## src/rtl/muldiv_pkg.sv

```systemverilog
// rtl/muldiv_pkg.sv - shared types and helpers for the iterative multiply/divide unit
// Contents: op encoding (funct3), FSM state encoding, default XLEN, two's-complement negate.
package muldiv_pkg;

    localparam int MD_XLEN = 32;

    typedef enum logic [2:0] {
        MD_MUL    = 3'd0,
        MD_MULH   = 3'd1,
        MD_MULHSU = 3'd2,
        MD_MULHU  = 3'd3,
        MD_DIV    = 3'd4,
        MD_DIVU   = 3'd5,
        MD_REM    = 3'd6,
        MD_REMU   = 3'd7
    } md_op_e;

    typedef enum logic [1:0] {
        ST_IDLE = 2'd0,
        ST_CALC = 2'd1,
        ST_DONE = 2'd2
    } md_state_e;

    // Wide enough for a 2*64-bit product; callers size-cast in and out.
    function automatic logic [127:0] md_neg(input logic [127:0] v);
        return ~v + 128'd1;
    endfunction

endpackage

```

## src/rtl/muldiv_datapath.sv

```systemverilog
// rtl/muldiv_datapath.sv - product/remainder register, shift-add / restoring-divide step, sign fix
// Ports: clk_i, rst_i; start_i latches op and operand magnitudes; step_i advances one iteration;
//        finish_i registers the sign-corrected final step into result_o; early_o flags operands
//        with a trivially known result (only when MULDIV_EARLY_OUT_EN is defined), loaded on start_i.
module muldiv_datapath import muldiv_pkg::*; #(
    parameter int XLEN = MD_XLEN
) (
    input  logic            clk_i,
    input  logic            rst_i,
    input  logic            start_i,
    input  md_op_e          op_i,
    input  logic [XLEN-1:0] rs1_i,
    input  logic [XLEN-1:0] rs2_i,
    input  logic            step_i,
    input  logic            finish_i,
    output logic            early_o,
    output logic [XLEN-1:0] result_o
);

    localparam int W2 = 2 * XLEN;

    md_op_e          op_q;
    logic [W2-1:0]   acc_q;
    logic [XLEN-1:0] b_q;
    logic            res_neg_q;
    logic            rem_neg_q;

    logic            is_div, a_neg, b_neg, b_zero;
    logic [XLEN-1:0] a_mag, b_mag;

    always_comb begin
        is_div = op_i inside {MD_DIV, MD_DIVU, MD_REM, MD_REMU};
        a_neg  = (op_i inside {MD_MULH, MD_MULHSU, MD_DIV, MD_REM}) && rs1_i[XLEN-1];
        b_neg  = (op_i inside {MD_MULH, MD_DIV, MD_REM}) && rs2_i[XLEN-1];
        b_zero = (rs2_i == '0);
        a_mag  = a_neg ? XLEN'(md_neg(128'(rs1_i))) : rs1_i;
        b_mag  = b_neg ? XLEN'(md_neg(128'(rs2_i))) : rs2_i;
    end

`ifdef MULDIV_EARLY_OUT_EN
    logic            div_ovf, mul_zero;
    logic [XLEN-1:0] early_res;
    always_comb begin
        div_ovf   = (op_i inside {MD_DIV, MD_REM}) && (rs1_i == {1'b1, {(XLEN-1){1'b0}}}) && (rs2_i == '1);
        mul_zero  = !is_div && ((rs1_i == '0) || b_zero);
        early_o   = (is_div && b_zero) || div_ovf || mul_zero;
        early_res = '0;
        if (is_div && b_zero)
            early_res = op_i[1] ? rs1_i : '1;
        else if (div_ovf)
            early_res = op_i[1] ? '0 : rs1_i;
    end
`else
    logic [XLEN-1:0] early_res;
    assign early_o   = 1'b0;
    assign early_res = '0;
`endif

    // One iteration of either algorithm, chosen by the latched op.
    logic [XLEN:0]   mul_sum, rem_sh;
    logic            div_ok;
    logic [W2-1:0]   acc_next, prod_fix;
    logic [XLEN-1:0] quo_fix, rem_fix, final_res;

    always_comb begin
        mul_sum = {1'b0, acc_q[W2-1:XLEN]} + (acc_q[0] ? {1'b0, b_q} : '0);
        rem_sh  = acc_q[W2-1:XLEN-1];
        div_ok  = (rem_sh >= {1'b0, b_q});
        if (op_q[2])
            acc_next = {(div_ok ? XLEN'(rem_sh - {1'b0, b_q}) : rem_sh[XLEN-1:0]),
                        acc_q[XLEN-2:0], div_ok};
        else
            acc_next = {mul_sum, acc_q[XLEN-1:1]};

        prod_fix = res_neg_q ? W2'(md_neg(128'(acc_next))) : acc_next;
        quo_fix  = res_neg_q ? XLEN'(md_neg(128'(acc_next[XLEN-1:0]))) : acc_next[XLEN-1:0];
        rem_fix  = rem_neg_q ? XLEN'(md_neg(128'(acc_next[W2-1:XLEN]))) : acc_next[W2-1:XLEN];

        case (op_q)
            MD_MUL:                       final_res = prod_fix[XLEN-1:0];
            MD_MULH, MD_MULHSU, MD_MULHU: final_res = prod_fix[W2-1:XLEN];
            MD_DIV, MD_DIVU:              final_res = quo_fix;
            default:                      final_res = rem_fix;
        endcase
    end

    always_ff @(posedge clk_i) begin
        if (rst_i) begin
            op_q      <= MD_MUL;
            acc_q     <= '0;
            b_q       <= '0;
            res_neg_q <= 1'b0;
            rem_neg_q <= 1'b0;
            result_o  <= '0;
        end else if (start_i) begin
            op_q      <= op_i;
            acc_q     <= {{XLEN{1'b0}}, a_mag};
            b_q       <= b_mag;
            // Divide by zero keeps the all-ones quotient unsigned; the remainder
            // naturally ends up as |rs1| and only needs the dividend sign.
            res_neg_q <= (a_neg ^ b_neg) && !(is_div && b_zero);
            rem_neg_q <= a_neg;
            if (early_o)
                result_o <= early_res;
        end else if (step_i) begin
            acc_q <= acc_next;
            if (finish_i)
                result_o <= final_res;
        end
    end

endmodule

```

## src/rtl/muldiv_unit.sv

```systemverilog
// rtl/muldiv_unit.sv - iterative RV32M/RV64M multiply/divide unit (FSM, counter, handshake)
// Ports: clk_i, rst_i (sync, active-high); valid_i/ready_o request handshake with op_i, rs1_i,
//        rs2_i, rd_addr_i; flush_i kills in-flight work; busy_o stalls the pipeline;
//        valid_o pulses for one cycle with result_o/rd_addr_o.
// Build option: MULDIV_EARLY_OUT_EN lets trivial cases skip the iterative phase.
module muldiv_unit import muldiv_pkg::*; #(
    parameter int XLEN = MD_XLEN
) (
    input  logic            clk_i,
    input  logic            rst_i,
    input  logic            valid_i,
    output logic            ready_o,
    input  logic [2:0]      op_i,
    input  logic [XLEN-1:0] rs1_i,
    input  logic [XLEN-1:0] rs2_i,
    input  logic [4:0]      rd_addr_i,
    input  logic            flush_i,
    output logic            busy_o,
    output logic            valid_o,
    output logic [XLEN-1:0] result_o,
    output logic [4:0]      rd_addr_o
);

    localparam int CNT_W = $clog2(XLEN) + 1;

    md_state_e        state_q, state_d;
    logic [CNT_W-1:0] cnt_q;
    logic [4:0]       rd_q;
    logic             accept, early, last_step, finish;

    assign ready_o   = (state_q == ST_IDLE);
    assign busy_o    = (state_q != ST_IDLE) && !(state_q == ST_DONE);
    assign valid_o   = (state_q == ST_DONE) && !flush_i;
    assign accept    = valid_i && ready_o && !flush_i;
    assign last_step = (cnt_q == CNT_W'(1));
    assign finish    = (state_q == ST_CALC) && last_step && !flush_i;

    always_comb begin
        state_d = state_q;
        case (state_q)
            ST_IDLE: if (accept) state_d = early ? ST_DONE : ST_CALC;
            ST_CALC: begin
                if (flush_i)        state_d = ST_IDLE;
                else if (last_step) state_d = ST_DONE;
            end
            default: state_d = ST_IDLE;
        endcase
    end

    always_ff @(posedge clk_i) begin
        if (rst_i) begin
            state_q   <= ST_IDLE;
            cnt_q     <= '0;
            rd_q      <= '0;
            rd_addr_o <= '0;
        end else begin
            state_q <= state_d;
            if (accept) begin
                cnt_q <= CNT_W'(XLEN);
                rd_q  <= rd_addr_i;
                if (early)
                    rd_addr_o <= rd_addr_i;
            end else if (state_q == ST_CALC) begin
                cnt_q <= cnt_q - CNT_W'(1);
                if (finish)
                    rd_addr_o <= rd_q;
            end
        end
    end

    muldiv_datapath #(.XLEN(XLEN)) u_datapath (
        .clk_i    (clk_i),
        .rst_i    (rst_i),
        .start_i  (accept),
        .op_i     (md_op_e'(op_i)),
        .rs1_i    (rs1_i),
        .rs2_i    (rs2_i),
        .step_i   (state_q == ST_CALC),
        .finish_i (finish),
        .early_o  (early),
        .result_o (result_o)
    );

endmodule

```

## config.mk

```make
export PLATFORM = sky130hd
export DESIGN_NAME = muldiv_unit
export DESIGN_NICKNAME = d
export VERILOG_FILES = /design/src/rtl/muldiv_pkg.sv /design/src/rtl/muldiv_datapath.sv /design/src/rtl/muldiv_unit.sv
export SDC_FILE = /design/constraint.sdc
export NUM_CORES = 1
export LEC_CHECK = 0
export BUFFER_PORTS_ARGS = -buffer_cell sky130_fd_sc_hd__buf_2
export CELL_PAD_IN_SITES_DETAIL_PLACEMENT = 0
export CELL_PAD_IN_SITES_GLOBAL_PLACEMENT = 1
export CORE_MARGIN = 2
export CORE_UTILIZATION = 40
export CTS_CLUSTER_DIAMETER = 80
export CTS_CLUSTER_SIZE = 14
export DETAILED_ROUTE_END_ITERATION = 16
export GPL_TIMING_DRIVEN = 0
export PLACE_DENSITY_LB_ADDON = 0.08
export SETUP_SLACK_MARGIN = 0.02
export SYNTH_ARGS = -nofsm -noshare
export SYNTH_HDL_FRONTEND = slang
export SYNTH_HIERARCHICAL = 1
export SYNTH_SLANG_ARGS = --single-unit
```

## constraint.sdc

```tcl
create_clock -name clk_i -period 4.9 [get_ports clk_i]
set_clock_uncertainty 0.05 [all_clocks]
set_input_delay 0.49 -clock clk_i [delete_from_list [all_inputs] [get_ports clk_i]]
set_output_delay 0.49 -clock clk_i [all_outputs]
set_load 0.05 [all_outputs]
```

* Word level (Yosys, flattened, before mapping)
Cells that the tools add are included.
** Storage, ports and cells
- Register bits after elaboration :: 151
- Output and inout port bits :: 40
- Word-level logic and storage cells :: 87
** Cells by class
- Add/subtract/negate cells :: 8
- Order comparisons :: 1
- Equal/unequal tests :: 16
- Muxes and demuxes :: 17
- Bitwise logic cells :: 7
- Reduce and logical (&&, ||, !) cells :: 26
** Operators by type and width (count)
- $mux 32 :: 8
- $add 32x1->32 const B :: 4
- $mux 64 :: 2
- $not 32->32 :: 4
- $pmux 32 s3 :: 1
- $add 64x1->64 const B :: 1
- $not 64->64 :: 1
- $add 32x32->33 :: 1
- $ge 33x32->1 :: 1
- $logic_not 32->1 :: 1
- $sub 32x32->32 :: 1
- $eq 3x3->1 const B :: 6
- $mux 6 :: 2
- $logic_and 1x1->1 :: 10
- $eq 3x2->1 const B :: 3
- $reduce_bool 4->1 :: 2
- $eq 3x1->1 const B :: 2
- $eq 6x1->1 const B :: 1
- $mux 2 :: 3
- $sub 6x1->6 const B :: 1
- $pmux 2 s2 :: 1
- $reduce_bool 2->1 :: 2
- $reduce_or 2->1 :: 2
- $logic_not 1->1 :: 3
- 12 further kinds :: 12

* Longest topological paths before layout
- Depth after elaboration :: 7
- Mapped depth :: 23
- Mapped depth without buffers :: 20

* Cells and area by module
Netlist, hierarchy kept.
** By module, submodules not included
- muldiv_datapath :: times used 1, cells each 1955, area each 14327.5 um^2, sequential area each 2662.6 um^2
- muldiv_unit :: times used 1, cells each 83, area each 770.7 um^2, sequential area each 360.3 um^2

* Worst setup path after synthesis
Ideal clock, no wire load.
- Path kind :: register to register
- Start :: register u_datapath.b_q[21]
- End :: register u_datapath.result_o[24]
- Arrival :: 4.583 ns
- Data required time :: 4.726 ns
- Path slack :: 0.143 ns
- Cell stages (with the launch flop) :: 23
- Path buffers :: 2
- Clock period less this slack :: 4.757 ns
- Cells stage by stage :: dfxtp_1 -> inv_1 -> ha_1 -> a21o_1 -> a31oi_2 -> a211oi_2 -> o21ai_1 -> buf_2 -> a41oi_1 -> inv_1 -> ha_1 -> o21ai_0 -> or4_1 -> nor2_1 -> nand3_1 -> nor2_1 -> and4bb_1 -> clkbuf_1 -> nand3_1 -> o21ai_1 -> xnor2_1 -> a221oi_1 -> o21ai_1
** On the way
- Longest elaborated chain between the ends :: 7
** RTL lines
- from (decl) :: RTL line muldiv_datapath.sv:24 : logic [XLEN-1:0] b_q;
- from (signal assigned) :: RTL line muldiv_datapath.sv:98 : b_q <= b_mag;
- $mux 32, or another cell as far along :: RTL line muldiv_datapath.sv:66 : mul_sum = {1'b0, acc_q[W2-1:XLEN]} + (acc_q[0] ? {1'b0, b_q} : '0);
- $add 32x32->33 / $mux 32 (equally long branches) :: RTL line muldiv_datapath.sv:66, muldiv_datapath.sv:70
- $mux 64 (*) :: RTL line muldiv_datapath.sv:69 : if (op_q[2])
- $not 64->64 / $not 32->32 (equally long branches) :: RTL line muldiv_pkg.sv:26 : return ~v + 128'd1;
- $add 64x1->64 / $add 32x1->32 (equally long branches) :: RTL line muldiv_pkg.sv:26
- $mux 64 / $mux 32 (equally long branches) :: RTL line muldiv_datapath.sv:75, muldiv_datapath.sv:77
- $pmux 32 s3 (*) :: RTL line muldiv_datapath.sv:79 : case (op_q)
- to (signal assigned) :: RTL line muldiv_datapath.sv:104 : result_o <= early_res;
- to (signal assigned) :: RTL line muldiv_datapath.sv:108 : result_o <= final_res;
- to (decl) :: RTL line muldiv_datapath.sv:17 : output logic [XLEN-1:0] result_o
Mark *: on every way between the ends. The rest lies on a longest branch, timed or not.
A chain may end at the register's enable or synchronous reset.

* Worst setup path in the final report
- Start :: register u_datapath.b_q[8]
- End :: register u_datapath.result_o[29]
Same word-level chain as after synthesis.

==> results <==
- Sequential cells were found to cover 20.0% of the synthesized design area.
- The combined global-route utilization of all metal layers is 34.2%.
- The number of port buffers is 115.
- The worst pin sits at a relative slew slack of 21.5%.
- The number of top-level design ports is 116.
- The worst path needs 4800 ps of the cycle, external delays included.
- The number of DRC violations after detailed routing is 0.
- The buffer depth of the longest clock path is 2.
- The number of synthesized register bits is 151.
- The total power density per cell area is 286 nW/um^2.
- STA puts the critical path data arrival time at 5120 ps.
- The layout overhead on the synthesized area is 19.1%.
- The iteration-0 DRC count of the detailed router is 1565.
- The first detailed-routing pass took 6 iterations.
- The fraction of final layout cells sized beyond drive strength 1 is 18.0%.
- The number of pins exceeding their max-slew limit in the final report is 0.
- Setup violations remaining at the end of the flow were counted as 0.
- In the post-route analysis, the smallest setup slack over all paths is 98.0 ps.
- The first global-routing pass estimated 100000 um of wire.
- The final critical path takes up 98.0% of the cycle.
- The mapped netlist covers 15100 sq um.
- TritonCTS built the clock tree.
- In the routed layout, each cell is associated on average with a via count of 6.21.
- For this block, the via count after detailed routing is 16900.
- The number of enable flip-flop cells after synthesis is 0.
- Buffers inserted during clock tree synthesis total 17.
- The core outline area is 37400 sq um.
- The largest fanout on the critical path is 9.
- The unique cell type count in the Yosys netlist is 109.
- The number of buffers inserted for hold repair after clock tree synthesis is 0.
- The non-filler instance count after layout is 2728.
- The starting density of the core is 40.4%.
- The critical path capture point type is a register.
- The largest total area in the synthesized netlist belongs to dfxtp_1.
- The peak clock frequency supported by timing is 208 MHz.
- The total number of nets in the final design is 2352.
- The setup total negative slack is 0 ps.
- The die is 198 um wide.
- Of the post-synthesis cell area, the dominant cell type holds 20.0%.
- The cell count after synthesis is 2038.
- The combined flip-flop and latch cell area is 3050 sq um.
- The layout has 3871 filler cells.
- The share of flip-flops with an asynchronous set or reset after synthesis is 0%.
- The area taken by multi-input logic gates is 11900 sq um.
- The number of antenna cells inserted is 0.
- A synthesized cell averages 7.41 sq um.
- At the end of routability-driven placement, the weighted congestion stood at 0.969.
- Setup repair after global routing left no endpoint under its margin.
- The clock sink count is 151.
- The initial antenna violation count is 2.
- The analysis attributes to cell leakage a power of 7.03 nW.
- The die is 198 um tall.
- The tool flagged a number of max-cap violations equal to 0.
- The H-tree was split into 4 levels.
- At the pin with the least slew margin, the transition time is 1180 ps.
- The endpoint required time on the critical path is 5220 ps.
- The clock root buffer master is clkbuf_16.
- The via count of the first global-routing pass is 16000.
- Yosys attributes the largest share of cell area to dfxtp_1 (20%), nor2_1 (6.0%), xnor2_1 (5.9%), ha_1 (5.8%), mux2i_1 (4.6%).
- The area of the die is 39300 sq um.
- The path type of the worst setup path is reg2reg.
- STA classifies the critical path startpoint as a register.
- The row count is 71.
- The most used flip-flop cell after synthesis is dfxtp_1.
- After legalization and detailed placement, the total HPWL measured 54100 um.
- The path class of the tightest hold or removal check is in2reg.
- The number of hold violations in the final report came to 0.
- The clock latency on the worst-skew pair is 470 ps.
- The remaining antenna violation count is 0.
- The setup slack on the worst flop-to-flop path is 100 ps.
- The worst slack after detailed placement is -1760 ps.
- After detailed routing, the average wire length per cell comes to 24.6 um.
- The run finished with clean final reports.
- The synthesis warning total is 6.
- Clock-pin slew was measured on the worst setup and hold paths at 80 ps.
- The maximum vdd drop is 0.286 mV.
- The overflow left after global routing is 0.
- For this block, the routed nets add up to 67100 um of wire.
- Including well taps, the total number of placed cells is 2664.
- The number of nets produced by synthesis is 2186.
- The largest net degree at the start of global routing is 20.
-- worst paths after layout --
check	start	cells past startpoint	end
worst min register to register	u_datapath/result_o[30]$_SDFFE_PP0P_	2	u_datapath/result_o[30]$_SDFFE_PP0P_
worst max-delay path	u_datapath/b_q[8]$_SDFFE_PP0P_	19	u_datapath/result_o[29]$_SDFFE_PP0P_
worst max register to register	u_datapath/b_q[8]$_SDFFE_PP0P_	19	u_datapath/result_o[29]$_SDFFE_PP0P_
worst min-delay path	rd_addr_i[2]	3	rd_q[2]$_SDFFE_PP0P_
-- synthesized netlist by cell type, types with 5 or more instances --
cell	count
ha_1	70
a211oi_1	69
or4_1	12
mux2_2	7
buf_1	12
nor4_1	16
a211o_1	8
a21o_1	36
o31ai_1	30
and3_1	17
buf_2	19
nor2_1	243
o21ai_0	90
o21a_1	20
xnor2_1	101
o21bai_1	12
a21oi_1	137
nand4_1	25
or3_1	28
dfxtp_1	151
o211ai_1	19
nor3_1	65
nand2b_1	16
o41ai_1	6
a41oi_1	5
nor2b_1	15
and2_1	42
nand3_1	36
o21ai_1	20
buf_4	6
xor2_1	74
buf_6	6
clkbuf_1	86
a31oi_1	29
a221oi_1	15
o22ai_1	34
mux2i_1	69
a311oi_1	14
o221ai_1	9
inv_1	65
nand3b_1	8
nor3b_1	8
or2_2	9
nand2_1	157
-- stage by stage --
step,total power [mW],util [%],area (sq um),hold WS (ps)
floorplan,2.72,-,15100,402
global placement,3.39,43.6,16300,386
detailed placement,3.39,43.6,16300,395
CTS,4.97,46.7,17500,213
global route,5.35,48.1,18000,246
finish,5.14,48.1,18000,238
-- repair_timing --
item | 4_1_cts | 5_1_grt
cloned | 0 | 0
pin swaps | 15 | 34
setup buffers | 13 | 24
setup endpoints to repair | 34 | 26
gates resized for setup | 97 | 84
-- metal layers --
layer | global-route usage [%] | up-vias | share of wire, %
met2 | 53.2 | 760 | 44
met5 | 0 | - | 0.027
met3 | 6.13 | 134 | 8.2
li1 | - | 7844 | -
met1 | 47.0 | 8193 | 45
met4 | 12.4 | 2 | 3.4
-- placed cells by master (no fill, tap or decap), drive strengths merged, types with 70 or more instances in the layout --
cell | synthesis | layout
nor2 | 243 | 243
buf | 44 | 193
nand2 | 158 | 158
dfxtp | 151 | 151
a21oi | 140 | 140
o21ai | 112 | 112
xnor2 | 101 | 101
clkbuf | 86 | 100
inv | 65 | 75
xor2 | 74 | 74
a211oi | 70 | 70
ha | 70 | 70
-- logic make-up after synthesis --
kind of cell               after synthesis  synth area share (%)
xor gates and xnor gates               175                  10.2
AOI/OAI and AO/OA                      631                  28.6
and+or+nand+nor                        734                  24.3
buffers and inverters                  196                  5.55
muxes                                   78                  5.25
adders and majority gates               72                  6.07
other                                    1                0.0248
DFF                                    151                  20.0
-- critical path: stages (launching register included) --
cell and delay [ps]:
dfxtp_1 370, inv_1 70, ha_1 280, buf_6 150
a21oi_4 160, o22ai_2 130, a211o_1 390, buf_4 160
o211a_1 220, buf_6 150, o31ai_4 340, o221ai_4 260
nor3_2 270, and2_0 160, clkbuf_1 310, nand3_1 330
and2b_1 350, a21oi_1 100, and3_1 220, o31ai_1 210
-- where the power goes --
group | total (mW) | switching [mW] | internal (mW)
sequential | 1.38 | 0.0874 | 1.29
clock | 1.45 | 0.670 | 0.784
combinational | 2.31 | 1.48 | 0.830
-- state kept, by name (all words and copies together) (netlist names) --
register and flops:
u_datapath/rem_neg_q 1, u_datapath/b_q 32, u_datapath/res_neg_q 1, state_q 2, cnt_q 6, u_datapath/acc_q 64, rd_addr_o 5, u_datapath/op_q 3
rd_q 5, u_datapath/result_o 32
-- layout make-up --
class | count | area share (%)
well taps | 511 | 3.56
repair buffers | 152 | 4.77
clock buffers | 17 | 2.37
flip-flops and latches | 151 | 17.0
clock inverters | 15 | 1.11
plain buffers | 125 | 3.47
inverters | 66 | 1.38
multi-input cells | 1691 | 66.4
Power figures use the tool's default switching activity.
